File: config.mk
export PLATFORM = sky130hd
export DESIGN_NAME = sr_latch_exerciser
export DESIGN_NICKNAME = d
export VERILOG_FILES = /design/src/rtl/sr_latch_exerciser.sv
export SDC_FILE = /design/constraint.sdc
export NUM_CORES = 1
export LEC_CHECK = 0
export ABC_AREA = 1
export ABC_CLOCK_PERIOD_IN_PS = 2500
export CAP_MARGIN = 20
export CELL_PAD_IN_SITES_DETAIL_PLACEMENT = 2
export CELL_PAD_IN_SITES_GLOBAL_PLACEMENT = 2
export CORE_MARGIN = 8
export CORE_UTILIZATION = 32
export DETAILED_ROUTE_END_ITERATION = 12
export HOLD_SLACK_MARGIN = 0.15
export PLACE_DENSITY = 0.93
export SYNTH_ARGS = -nofsm -noshare
export SYNTH_HDL_FRONTEND = slang
export SYNTH_SLANG_ARGS = --single-unit
File: constraint.sdc
create_clock -name clk -period 2.5 [get_ports clk]
set_input_delay 0.5 -clock clk [delete_from_list [all_inputs] [get_ports clk]]
set_output_delay 0.5 -clock clk [all_outputs]
set_load 0.03 [all_outputs]
File: src/rtl/sr_latch_exerciser.sv
// sr_latch_exerciser: drives a NOR SR latch with non-overlapping S/R pulses, samples Q/Qn, counts errors.
// Defining SR_LATCH_EXERCISER_RETRY_EN adds one double-length re-drive before a mismatch is reported.
module sr_latch_exerciser #(
    parameter int PULSE_W     = 4,
    parameter int SETTLE_W    = 3,
    parameter int SYNC_STAGES = 2,
    parameter int CNT_W       = 8
) (
    input  logic             clk,
    input  logic             rst_n,
    input  logic             ena,
    input  logic             cmd_valid,
    output logic             cmd_ready,
    input  logic [1:0]       cmd_op,
    output logic             s_out,
    output logic             r_out,
    input  logic             q_in,
    input  logic             qn_in,
    output logic             result_valid,
    output logic             result_q,
    output logic             result_err,
    output logic             result_retry,
    output logic [CNT_W-1:0] err_count,
    output logic             busy
);
`ifdef SR_LATCH_EXERCISER_RETRY_EN
    localparam bit RETRY_EN = 1'b1;
`else
    localparam bit RETRY_EN = 1'b0;
`endif
    localparam int CW = $clog2(2 * PULSE_W + SETTLE_W + 1);

    typedef enum logic [1:0] {IDLE, DRIVE, SETTLE, SAMPLE} state_t;

    state_t                 state, state_d;
    logic [CW-1:0]          cnt, cnt_d;
    logic [SYNC_STAGES-1:0] q_sync, qn_sync;
    logic                   qs, qns, accept, line, line_d, s_d, r_d;
    logic                   expected, hold_op, retried, redo;
    logic                   drive_end, settle_end, sample_now, bad, retry_go;

    assign qs         = q_sync[SYNC_STAGES-1];
    assign qns        = qn_sync[SYNC_STAGES-1];
    assign cmd_ready  = rst_n & ena & (state == IDLE);
    assign accept     = cmd_valid & cmd_ready;
    assign busy       = state != IDLE;
    assign drive_end  = cnt == CW'(retried ? 2 * PULSE_W - 1 : PULSE_W - 1);
    assign settle_end = cnt == CW'(SETTLE_W - 1);
    assign sample_now = (state == SETTLE) & settle_end;
    assign bad        = (qs != expected) | (qs == qns);
    assign retry_go   = RETRY_EN & bad & ~retried & ~hold_op;

    always_ff @(posedge clk or negedge rst_n) begin
        if (!rst_n) begin
            state <= IDLE;
            cnt   <= '0;
        end else begin
            state <= state_d;
            cnt   <= cnt_d;
        end
    end

    always_comb begin
        state_d = state;
        cnt_d   = cnt + 1'b1;
        case (state)
            IDLE: begin
                cnt_d = '0;
                if (accept) state_d = (cmd_op == 2'b00) ? SETTLE : DRIVE;
            end
            DRIVE: if (drive_end) begin
                state_d = SETTLE;
                cnt_d   = '0;
            end
            SETTLE: if (settle_end) begin
                state_d = SAMPLE;
                cnt_d   = '0;
            end
            SAMPLE: begin
                cnt_d   = '0;
                state_d = redo ? DRIVE : IDLE;
            end
        endcase
    end

    // line=1 selects S; s_out/r_out are registered from the next state so they never overlap or glitch
    always_comb begin
        line_d = accept ? (cmd_op == 2'b01) | ((cmd_op == 2'b11) & ~qs) : line;
        s_d    = (state_d == DRIVE) & line_d;
        r_d    = (state_d == DRIVE) & ~line_d;
    end

    always_ff @(posedge clk or negedge rst_n) begin
        if (!rst_n) begin
            q_sync       <= '0;
            qn_sync      <= '0;
            s_out        <= 1'b0;
            r_out        <= 1'b0;
            line         <= 1'b0;
            expected     <= 1'b0;
            hold_op      <= 1'b0;
            retried      <= 1'b0;
            redo         <= 1'b0;
            result_valid <= 1'b0;
            result_q     <= 1'b0;
            result_err   <= 1'b0;
            result_retry <= 1'b0;
            err_count    <= '0;
        end else begin
            q_sync       <= {q_sync[SYNC_STAGES-2:0], q_in};
            qn_sync      <= {qn_sync[SYNC_STAGES-2:0], qn_in};
            s_out        <= s_d;
            r_out        <= r_d;
            line         <= line_d;
            result_valid <= 1'b0;
            if (accept) begin
                expected <= cmd_op[1] ? (cmd_op[0] ? ~qs : 1'b0) : (cmd_op[0] ? 1'b1 : qs);
                hold_op  <= cmd_op == 2'b00;
                retried  <= 1'b0;
            end
            if (sample_now) begin
                redo    <= retry_go;
                retried <= retried | retry_go;
                if (!retry_go) begin
                    result_valid <= 1'b1;
                    result_q     <= qs;
                    result_err   <= bad;
                    result_retry <= retried;
                    if (bad && !(&err_count)) err_count <= err_count + 1'b1;
                end
            end
        end
    end
endmodule

## Word level (Yosys, flattened, before mapping)

Index checks and enable logic that the tools add are counted.
Widths: inputs -> output; s select.

- Flip-flop bits (word level): 25
- Latch bits: 0
- Memory bits (writable): 0
- ROM bits: 0
- Input bits: 8
- Output and inout bits: 16
- Logic and storage cells: 56
- Memories kept: 0

- $add $sub $neg: 2
- Multiply operators: 0
- Divide/modulo/power cells: 0
- Magnitude comparators: 0
- Equal/unequal tests: 10
- Shifts and indexed selects: 0
- Mux-type cells: 13
- Bitwise gates (word level): 11
- Reductions and logical operators: 8

Operator list:

| kind | number |
|---|---|
| $pmux 4 s3 | 1 |
| $add 8x1->8 const B | 1 |
| $eq 4x2->1 const B | 2 |
| $mux 2 | 4 |
| $mux 4 | 2 |
| $pmux 2 s4 | 1 |
| $reduce_and 8->1 | 1 |
| $and 1x1->1 | 7 |
| $eq 2x1->1 const B | 3 |
| $eq 2x2->1 const B | 3 |
| $mux 1 | 5 |
| $add 4x1->4 const B | 1 |
| $logic_not 2->1 | 2 |
| $not 1->1 | 2 |
| $or 1x1->1 | 2 |
| $reduce_and 2->1 | 1 |
| $reduce_bool 2->1 | 1 |
| $reduce_or 2->1 | 1 |
| $eq 1x1->1 | 1 |
| $logic_and 1x1->1 | 1 |
| $logic_not 1->1 | 1 |
| $ne 1x1->1 | 1 |

## Depth between registers and ports, before layout

Gate-level depths: netlist of run 1.

- Depth after elaboration: 7
- Depth in mapped cells: 8
- Gate-level depth less buffers: 8

## Least setup slack after synthesis of run 1

No wires, ideal clock.

- Kind: register to output
- Start point: register state[0]
- End point: output cmd_ready
- Arrival time: 1.011 ns
- Setup slack: 0.989 ns
- Stages on the path, launching flop included: 4
- Path buffers: 0
- Cells stage by stage: dfrtp_1 -> nor2_1 -> inv_1 -> nor2_2

- Cells in the longest elaborated chain, start to end: 2

RTL lines:

| what | RTL line | RTL |
|---|---|---|
| start, declared | 35 | `state_t state, state_d;` |
| start signal, assigned | 58 | `state <= state_d;` |
| $logic_not 2->1 | 44 | `assign cmd_ready = rst_n & ena & (state == IDLE);` |
| $and 1x1->1 | 44 |  |
| end, declared | 13 | `output logic cmd_ready,` |

No other way between the ends.

## Worst setup path after layout of run 1

- Start point: register state[0]
- End point: output busy

- Cells in the longest elaborated chain, start to end: 1

RTL lines:

| what | RTL line | RTL |
|---|---|---|
| $reduce_bool 2->1 | 46 | `assign busy = state != IDLE;` |
| end, declared | 24 | `output logic busy` |

No other way between the ends.

==> results.cfg, run 1 <==
[worst_setup_path]
crit_buf_inv = 2
setup.worst_path.start_class = flop
critical_path_cell_sequence = nor2_1 -> inv_1 -> clkdlybuf4s50_1
end_kind = primary output
start_point_of_the_critical_path = state[0]$_DFF_PN0_
r2r-start = cnt[0]$_DFF_PN0_
required_ps = 2000
worst-setup-path-type = flop to primary output
cp.arrival_ps = 1570
worst_path_dominant_cell_family = buffers and inverters
worstPathMaxFanout = 3
cpPeakStageDelay_ps = 610
cp_slowest_cell = clkdlybuf4s50_1

[timing]
clock_skew_ps = 10.3
timing.final.crit_share_pct = 82.8
fmax_mhz = 483
finalCriticalPeriod_ps = 2070
setup_viol_count_final = 0
setup_tns_final_ps = 0
timing_max_transition_violations_final = 0
grt_setup_unrepaired = false
finalHoldViolCount = 0

[cts]
clk_pin_slew_ps = 90
htree_num_levels = 1
clock_tree.buffer_depth = 2
post_cts.repair.setup_buffers = 0
cts_made_buffers = 3
cts-hold-fix-buffers = 0
sinks_on_clock_net = 25
clock_latency_ps = 270
post_cts_resize_count = 0
tritoncts_clock_tree = built
cts.root.buffer_cell = clkbuf_8

[global_route]
grt_first_pass_wirelength_mm = 5.27
grt_antenna_before_repair = 0
grt_max_degree = 26
grtUsageTotal_pct = 10.6
grt_pass1_vias = 1137
grt_remaining_overflow = 0

[place]
port_buffers = 22
hpwlAfterDp_mm = 2.49
routabilityCongestion = 0.721
dpl-instance-area_um2 = 1520

[synth]
netlist_instances = 140
postSynthRegisterBits = 25
total_nets_after_synthesis = 151
yosys.area.top_type_share_pct = 50.4
synth_compound_gate_area_share_pct = 3.93
synth_seq_area_share_pct = 50.4
ys_warn_count = 0
synthXorXnorAreaFrac_pct = 3.52
mean_instance_size_in_the_synthesized_netlist_um2 = 8.87
post_synth_instance_area_um2 = 1240
synth.top_cells.by_area = dfrtp_1, nand2_1, nand3_1
synth.distinct_cells = 26
synthesized_area_fraction_occupied_by_adder_cells_pct = 3.02
synth.largest_area_cell = dfrtp_1
synthSimpleGateAreaFrac_pct = 34.2
synth_top_family_by_area = simple AND/OR/NAND/NOR gates
yosys-mux-area-fraction_pct = 0

[pwr]
p_leak_nw = 0.780
cellInternalPower_mw = 0.794
reported_net_switching_power_mw = 0.524
power_density_nw_per_um2 = 842
power.share.sequential_pct = 43.3
clock_power_share_pct = 18.1
worst_vdd_drop_uv = 332
combPwrFrac_pct = 38.6
sw_frac_of_total_pct = 39.7

[finish]
layout_common_cells = nand2_1, dfrtp_1, clkdlybuf4s50_1, nand3_1
flow.area_growth_from_synthesis_pct = 26.1
fillCellCount = 422
antenna-diode-count = 0
layout_commonest_cell = nand2_1
final_design_area_no_fill_um2 = 1570
num-nets-final = 178
post_route_cells_drive_above_1_share_pct = 11.4

[route]
number_of_remaining_drc_errors = 0
final_antenna_net_count = 0
drt_wl_total_mm = 3.13
dr.pass1.iters = 2
route.vias.total = 1044
dr.max_layer_used = met4
wl_met3_um = 159
met1Wirelength_mm = 1.32
detailroute.wirelength.met2_mm = 1.62
avgRoutedWirePerCell_um = 14.6
vias_per_cell = 4.88
detail_route.iter0.violations = 25

[floorplan]
die_width_um = 78.3
initial_core_util_pct = 33.7
chip_height_um = 78.3
design.die.area_um2 = 6130
core_um2 = 3690
io_pins = 24
placementRows = 22

[hold_path]
worst_hold_startpoint = qn_sync[0]$_DFF_PN0_
worst_hold_path_type = flop to flop

[run_status]
status = finished, final reports clean

[job]
drv_cap = 0
[sequential cells by signal (all words and copies together) (netlist names)]
signal and count:
line 1, expected 1, result_valid 1, qn_sync 2
s_out 1, result_q 1, err_count 8, r_out 1
result_err 1, q_sync 2, state 2, cnt 4
[power by group through the flow]
stage,clock network (mW),registers [mW],logic [mW]
after floorplan,0,0.642,0.244
after global placement,0,0.568,0.490
after detailed placement,0,0.582,0.520
after CTS,0.250,0.574,0.522
after global routing,0.263,0.586,0.559
final,0.239,0.571,0.509
[cell usage after synthesis]
cell type / number
inv_2: 1
inv_1: 10
nand2_1: 47
a21oi_1: 4
clkinv_1: 1
or2_2: 1
nand3_1: 12
nand3b_1: 4
buf_4: 1
xor2_1: 3
nor2_8: 1
nor2_4: 2
clkinv_2: 1
nand3_4: 1
nand4_4: 1
nand2_4: 1
nand2_2: 1
ha_1: 3
dfrtp_1: 25
nor2_1: 10
nand3_2: 1
xnor2_1: 2
o21ai_0: 4
nor2_2: 1
o21ai_2: 1
conb_1: 1
[worst paths after layout]
check / end / slack (ps) / cells after the start
min in group asynchronous: result_valid$_DFF_PN0_ / 620 / 2
hold / removal: qn_sync[1]$_DFF_PN0_ / 360 / 0
setup reg to reg: err_count[1]$_DFFE_PN0P_ / 1020 / 7
max in group asynchronous: cnt[3]$_DFF_PN0_ / 1630 / 2
setup / recovery: busy / 430 / 3
hold reg to reg: qn_sync[1]$_DFF_PN0_ / 360 / 0
[routing by layer]
layer / vias to the layer above / GRT usage [%]
met2: 23 / 19.5
met4: 0 / 3.89
met5: - / 0
li1: 493 / -
met1: 524 / 11.4
met3: 4 / 2.62
[cells by family after synthesis]
logic type	after synthesis
other	1
AND/OR/NAND/NOR	83
adder cells (fa/ha/maj)	3
buffers and inverters	14
AO/OA/AOI/OAI	9
flip-flops	25
XOR/XNOR	5
[stage by stage]
step | util (%) | setup WS (ps) | hold WS, ps | power (mW) | instances
final | 42.5 | 430 | 357 | 1.32 | 214
after global routing | 42.5 | 361 | 380 | 1.41 | 214
after CTS | 42.5 | 401 | 361 | 1.35 | 214
after detailed placement | 41.2 | 625 | 339 | 1.10 | 210
after global placement | 41.2 | 643 | 336 | 1.06 | 210
after floorplan | - | 989 | 204 | 0.886 | 140
[cell type report]
class                   count  area [um2]  share of cell area (%)
inverters                  13        50.0                    3.19
multi-input cells         101         559                    35.7
repair buffers             23         225                    14.4
clock inverters             1        5.00                   0.319
well taps                  48        60.1                    3.83
clock buffers               3        41.3                    2.64
flip-flops and latches     25         626                    39.9
Note: power is estimated with default switching activity, not from simulation.
==> run 2, diff against run 1 <==
- ABC_CLOCK_PERIOD_IN_PS: 2500 -> 1900
- CORE_UTILIZATION: 32 -> 27
- PLACE_DENSITY: 0.93 -> 0.84
- clock period: 2.5 -> 1.9 ns (I/O delays scaled with it)
==> run 2 against run 1 <==
Net effect: sequential share of layout area down 0.25 points; wire length up 2.8%; flip-flop and latch count unchanged; combinational power up 29%; register-to-register slack worse by 550 ps; clock-buffer cell count unchanged; first-iteration DRC count up 16%; final area up 0.64%; die area up 15%; via count down 0.96%; worst hold slack worse by 0.74 ps.
==> results.cfg, run 2 (synthesis results as in run 1) <==
[finish]
fillCellCount = 506
antenna-diode-count = 0
flow.area_growth_from_synthesis_pct = 26.9
final-seq-area_um2 = 626
layout_common_cells = nand2_1, dfrtp_1, clkdlybuf4s50_1, nand3_1
layout_commonest_cell = nand2_1
multi_input_comb_area_um2 = 559
post_route_cells_drive_above_1_share_pct = 11.4
top_regs = err_count x8, cnt x4
num-nets-final = 178
largest_reg_flops = 8
largest-register = err_count

[pwr]
power_density_nw_per_um2 = 1100
power.share.sequential_pct = 43.1
p_leak_nw = 0.821
cellInternalPower_mw = 1.04
sw_frac_of_total_pct = 40.3
combPwrFrac_pct = 37.9
worst_vdd_drop_uv = 262
clock_power_share_pct = 19.0
reported_net_switching_power_mw = 0.701

[route]
detail_route.iter0.violations = 29
drt_wl_total_mm = 3.22
vias_per_cell = 4.74
final_antenna_net_count = 0
avgRoutedWirePerCell_um = 14.8
number_of_remaining_drc_errors = 0
dr.pass1.iters = 2
route.vias.total = 1034

[place]
routabilityCongestion = 0.741
hpwlAfterDp_mm = 2.52
port_buffers = 22

[worst_setup_path]
worstRegToRegCells = 7
required_ps = 1520
cpPeakStageDelay_ps = 720
cp.depth = 1
cp_slowest_cell = clkdlybuf4s50_1
worst-setup-path-type = flop to primary output
end_kind = primary output
critical_path_cell_sequence = clkdlybuf4s50_1
setup.worst_path.start_class = flop
cp.arrival_ps = 1470
crit_buf_inv = 1
worst_path_dominant_cell_family = buffers and inverters
worstPathMaxFanout = 6

[timing]
hold-worst-slack_ps = 357
finalHoldViolCount = 0
fmax_mhz = 540
setup_tns_final_ps = 0
timing_max_transition_violations_final = 0
timing.final.crit_share_pct = 97.5
grt_setup_unrepaired = false
setup_viol_count_final = 0
clock_skew_ps = 7.25
finalCriticalPeriod_ps = 1850

[cts]
cts_made_buffers = 3
tritoncts_clock_tree = built
post_cts.repair.setup_buffers = 0
clk_pin_slew_ps = 100
clock_latency_ps = 270
cts-hold-fix-buffers = 0
cts.root.buffer_cell = clkbuf_8
clock_tree.buffer_depth = 2
sinks_on_clock_net = 25
htree_num_levels = 1

[hold_path]
worst_hold_path_type = flop to flop
worstHoldPathCells = 0

[floorplan]
io_pins = 24
initial_core_util_pct = 28.3
die_width_um = 83.8
core_um2 = 4380
chip_height_um = 83.8
placementRows = 24
design.die.area_um2 = 7030

[job]
drv_cap = 0

[global_route]
grt_max_degree = 26
grt_pass1_vias = 1172
grt_antenna_before_repair = 0
grtUsageTotal_pct = 9.31
grt_first_pass_wirelength_mm = 5.55
grt_remaining_overflow = 0

[run_status]
status = finished, final reports clean
==> run 2: cell count changes in the layout (fill, tap and decap cells not counted), sizes merged <==
cell / change
dlygate4sd2: +2
clkinv: -1
dlymetal6s2s: +2
clkinvlp: +1
clkdlybuf4s50: -4
==> run 2: through the flow <==
stage	total power [mW]	cells	area [um2]	setup slack [ps]	utilization [%]
floorplan	1.17	140	1240	440	-
global placement	1.39	214	1530	274	34.8
detailed placement	1.45	214	1530	226	34.8
CTS	1.78	218	1570	30.3	35.8
global route	1.86	218	1580	2.36	36.0
finish	1.74	218	1580	48.0	36.0
==> run 2: power by group through the flow <==
| stage | sequential [mW] | clock, mW | combinational [mW] |
|---|---|---|---|
| after floorplan | 0.845 | 0 | 0.321 |
| after global placement | 0.751 | 0 | 0.642 |
| after detailed placement | 0.766 | 0 | 0.687 |
| after CTS | 0.755 | 0.349 | 0.678 |
| after global routing | 0.772 | 0.359 | 0.730 |
| final | 0.749 | 0.330 | 0.659 |
==> run 2: layout make-up <==
cell class | instances | area share (%)
clock buffer | 3 | 2.62
clock inverter | 1 | 0.476
inverter | 13 | 3.17
multi-input combinational | 101 | 35.5
sequential | 25 | 39.7
tap | 52 | 4.13
timing repair buffer | 23 | 14.4
==> run 2: repair_timing <==
| action | in CTS | in global routing |
|---|---|---|
| setup endpoints to repair | 2 | 2 |
| resized for setup | 2 | 2 |
| pin swaps | 0 | 0 |
| endpoints found under the hold margin | 0 | 0 |
==> run 2: final timing paths <==
check | start | to | slack (ps)
min reg2reg | q_sync[0]$_DFF_PN0_ | q_sync[1]$_DFF_PN0_ | 360
max | err_count[2]$_DFFE_PN0P_ | err_count[2] | 50
min in group asynchronous | rst_n | state[0]$_DFF_PN0_ | 510
max in group asynchronous | rst_n | result_err$_DFFE_PN0P_ | 1130
min | q_sync[0]$_DFF_PN0_ | q_sync[1]$_DFF_PN0_ | 360
max reg2reg | err_count[0]$_DFFE_PN0P_ | err_count[5]$_DFFE_PN0P_ | 470
==> run 2: per-layer routing <==
metal | GRT usage, % | vias to the layer above | part of all wire [%]
met2 | 17.8 | 16 | 54
li1 | - | 489 | -
met4 | 1.41 | 0 | 0
met3 | 2.64 | 0 | 3.9
met1 | 9.90 | 529 | 42
met5 | 0 | - | 0
==> run 3, diff against run 2 <==
- ABC_AREA: 1 -> unset
- ABC_CLOCK_PERIOD_IN_PS: 1900 -> 1700
- CORE_UTILIZATION: 27 -> 35
- DONT_BUFFER_PORTS: unset -> 1
- PLACE_DENSITY: 0.84 -> 0.83
- clock period: 1.9 -> 1.7 ns (I/O delays scaled with it)
==> run 3 against run 2 <==
Net effect: worst hold slack got worse by 130 ps; global-route usage grew 2.7 points; wire length decreased by 6.9%; the flow now finishes with violations (setup timing); via count shrank 20%; sequential power grew 13%; synthesized area shrank 12%; cell count fell by 26%.
==> results.cfg, run 3 <==
[floorplan]
io_pins = 24
design.die.area_um2 = 5180
placementRows = 20
initial_core_util_pct = 36.2
die_width_um = 72.0
core_um2 = 3030
chip_height_um = 72.0

[worst_setup_path]
worst-setup-path-type = flop to flop
cpPeakStageDelay_ps = 410
setup.worst_path.start_class = flop
required_ps = 1960
critical_path_cell_sequence = inv_1 -> ha_1 -> nor3b_4 -> o2111ai_4 -> nor4b_2 -> xor2_1
cp.arrival_ps = 2010
reg2reg_to = err_count[6]$_DFFE_PN0P_
worstPathMaxFanout = 8
rrSetupSlack_ps = -50
end_kind = flop
cp_slowest_cell = dfrtp_1
r2r-start = cnt[0]$_DFF_PN0_
worstRegToRegCells = 6

[place]
routabilityCongestion = 0.774
port_buffers = 0
hpwlAfterDp_mm = 2.13
dpl-instance-area_um2 = 1260

[cts]
clock_latency_ps = 330
clk_pin_slew_ps = 140
htree_num_levels = 1
sinks_on_clock_net = 25
clock_tree.buffer_depth = 2
tritoncts_clock_tree = built
cts.root.buffer_cell = clkbuf_4
cts_made_buffers = 3

[synth]
post_synth_instance_area_um2 = 1100
ys.flop_type = dfrtp_1
synth_commonest_cells = dfrtp_1, nand2_1, nor2_1
yosys.area.top_type_share_pct = 57.1
netlist_instances = 93
synth.distinct_cells = 34
ys_warn_count = 0
postSynth.asyncResetShare_pct = 100
synth-edff-count = 0
yosys.cell_count.top_type = dfrtp_1
synth.largest_area_cell = dfrtp_1
synth_seq_area_share_pct = 57.1
mean_instance_size_in_the_synthesized_netlist_um2 = 11.8
total_nets_after_synthesis = 104
postSynthRegisterBits = 25
synth.top_cells.by_area = dfrtp_1, xor2_1, ha_1

[timing]
finalHoldViolCount = 0
post-route-worst-setup-slack_ps = -50.6
fmax_mhz = 571
grt_setup_unrepaired = true
timing.final.crit_share_pct = 103
setup_viol_count_final = 2
finalCriticalPeriod_ps = 1750
clock_skew_ps = 7.63
timing_max_transition_violations_final = 0

[global_route]
grt_antenna_before_repair = 0
grt_max_degree = 26
grt_pass1_vias = 989
grt_busiest_layer = met2
grt_first_pass_wirelength_mm = 4.79
grt_remaining_overflow = 0
grt_util_met2_pct = 22.3
globalRouteMet1Util_pct = 11.9
gr-usage-met3_pct = 2.62
grtUsageTotal_pct = 12.0

[route]
detail_route.iter0.violations = 11
route.vias.total = 823
final_antenna_net_count = 0
number_of_remaining_drc_errors = 0
vias_per_cell = 5.08
drt_wl_total_mm = 3.00
avgRoutedWirePerCell_um = 18.5
dr.pass1.iters = 4

[pwr]
sw_frac_of_total_pct = 37.3
worst_vdd_drop_uv = 485
power.share.sequential_pct = 51.2
reported_net_switching_power_mw = 0.613
p_leak_nw = 0.674
cellInternalPower_mw = 1.03
power_density_nw_per_um2 = 1160
combPwrFrac_pct = 32.1
clock_power_share_pct = 16.6

[job]
drv_cap = 0

[finish]
top_regs = err_count x8, cnt x4
antenna-diode-count = 0
largest-register = err_count
layout_commonest_cell = dfrtp_1
post_route_cells_drive_above_1_share_pct = 33.1
final_design_area_no_fill_um2 = 1420
layout_common_cells = dfrtp_1, buf_4, nand2_1, nor2_1, xor2_1
final_core_utilization_pct = 46.8
num-nets-final = 130
largest_reg_flops = 8
flow.area_growth_from_synthesis_pct = 29.2

[hold_path]
worstHoldPathCells = 1
worst_hold_path_type = input port to flop
worst_hold_startpoint = cmd_op[1]
worst_hold_path.endpoint = state[1]$_DFF_PN0_

[run_status]
violations = setup timing
status = finished with violations
-- run 3: cell types whose count changed after synthesis, sizes merged, moves of 4 or more --
cell and delta:
nand2 -39, nand3 -11, inv -7, nor2 -6, nand3b -4, xor2 +4
-- run 3: critical path, delay by kind of cell, from the launching register on --
family | cells | cell delay [ps]
compound gates | 1 | 280
fa+ha+maj | 1 | 140
buf+inv | 1 | 70
flops | 1 | 410
xor+xnor | 1 | 180
simple gates | 2 | 600
-- run 3: logic make-up (layout without fill, tap and decap cells) --
| family | after synthesis | after routing | synth area share [%] |
|---|---|---|---|
| AOI/OAI and AO/OA | 11 | 11 | 8.22 |
| xor gates and xnor gates | 8 | 8 | 6.39 |
| adders and majority gates | 3 | 3 | 3.43 |
| buffers and inverters | 5 | 30 | 2.05 |
| DFF | 25 | 25 | 57.1 |
| muxes | 2 | 2 | 2.05 |
| other | 1 | 1 | 0.342 |
| and+or+nand+nor | 38 | 38 | 20.4 |
-- run 3: how the worst max path moves through the flow --
stage | cells past startpoint | slack, ps | endpoint | startpoint
floorplan | 6 | 10 | err_count[1]$_DFFE_PN0P_ | cnt[0]$_DFF_PN0_
global placement | 6 | 30 | err_count[1]$_DFFE_PN0P_ | cnt[0]$_DFF_PN0_
detailed placement | 6 | -110 | err_count[1]$_DFFE_PN0P_ | cnt[0]$_DFF_PN0_
CTS | 6 | -20 | err_count[1]$_DFFE_PN0P_ | cnt[0]$_DFF_PN0_
global route | 6 | -150 | err_count[6]$_DFFE_PN0P_ | cnt[0]$_DFF_PN0_
finish | 6 | -50 | err_count[6]$_DFFE_PN0P_ | cnt[0]$_DFF_PN0_
-- run 3: layout make-up --
type	instances	area, um2
Timing Repair Buffer	22	189
Clock buffer	4	26.3
Sequential cell	25	626
Multi-Input combinational cell	63	505
Fill cell	316	1610
Tap cell	44	55.1
Inverter	4	15.0
-- run 3: what timing repair did --
action / in CTS / in global routing
gates cloned: 0 / 0
hold endpoints to repair: 27 / 0
gates resized for setup: 8 / 4
setup buffers: 3 / 0
hold buffers: 4 / 0
endpoints found under the setup margin: 6 / 11
pin swaps: 6 / 4
-- run 3: power by group through the flow --
stage	Clock (mW)	Sequential [mW]	Combinational (mW)
2_1_floorplan	0	0.856	0.283
3_5_place_dp	0	0.844	0.477
6_report	0.274	0.843	0.528
5_1_grt	0.302	0.864	0.569
4_1_cts	0.279	0.833	0.544
3_3_place_gp	0	0.833	0.440
-- run 3: layer usage --
metal,vias up,wire length [um]
met5,-,0
met4,0,93
met3,9,118
met2,20,1630
met1,422,1160
li1,372,-
-- run 3: metrics by stage --
stage                     TNS (ps)  setup WS, ps  hold WS [ps]  cells  total power, mW
after floorplan                  0          11.0          44.4     93             1.14
after global placement           0          34.9          45.5    152             1.27
after detailed placement      -269          -111          45.3    152             1.32
after CTS                    -16.9         -16.9           183    163             1.66
after global routing          -629          -151           175    162             1.74
final                        -95.1         -50.6           226    162             1.64
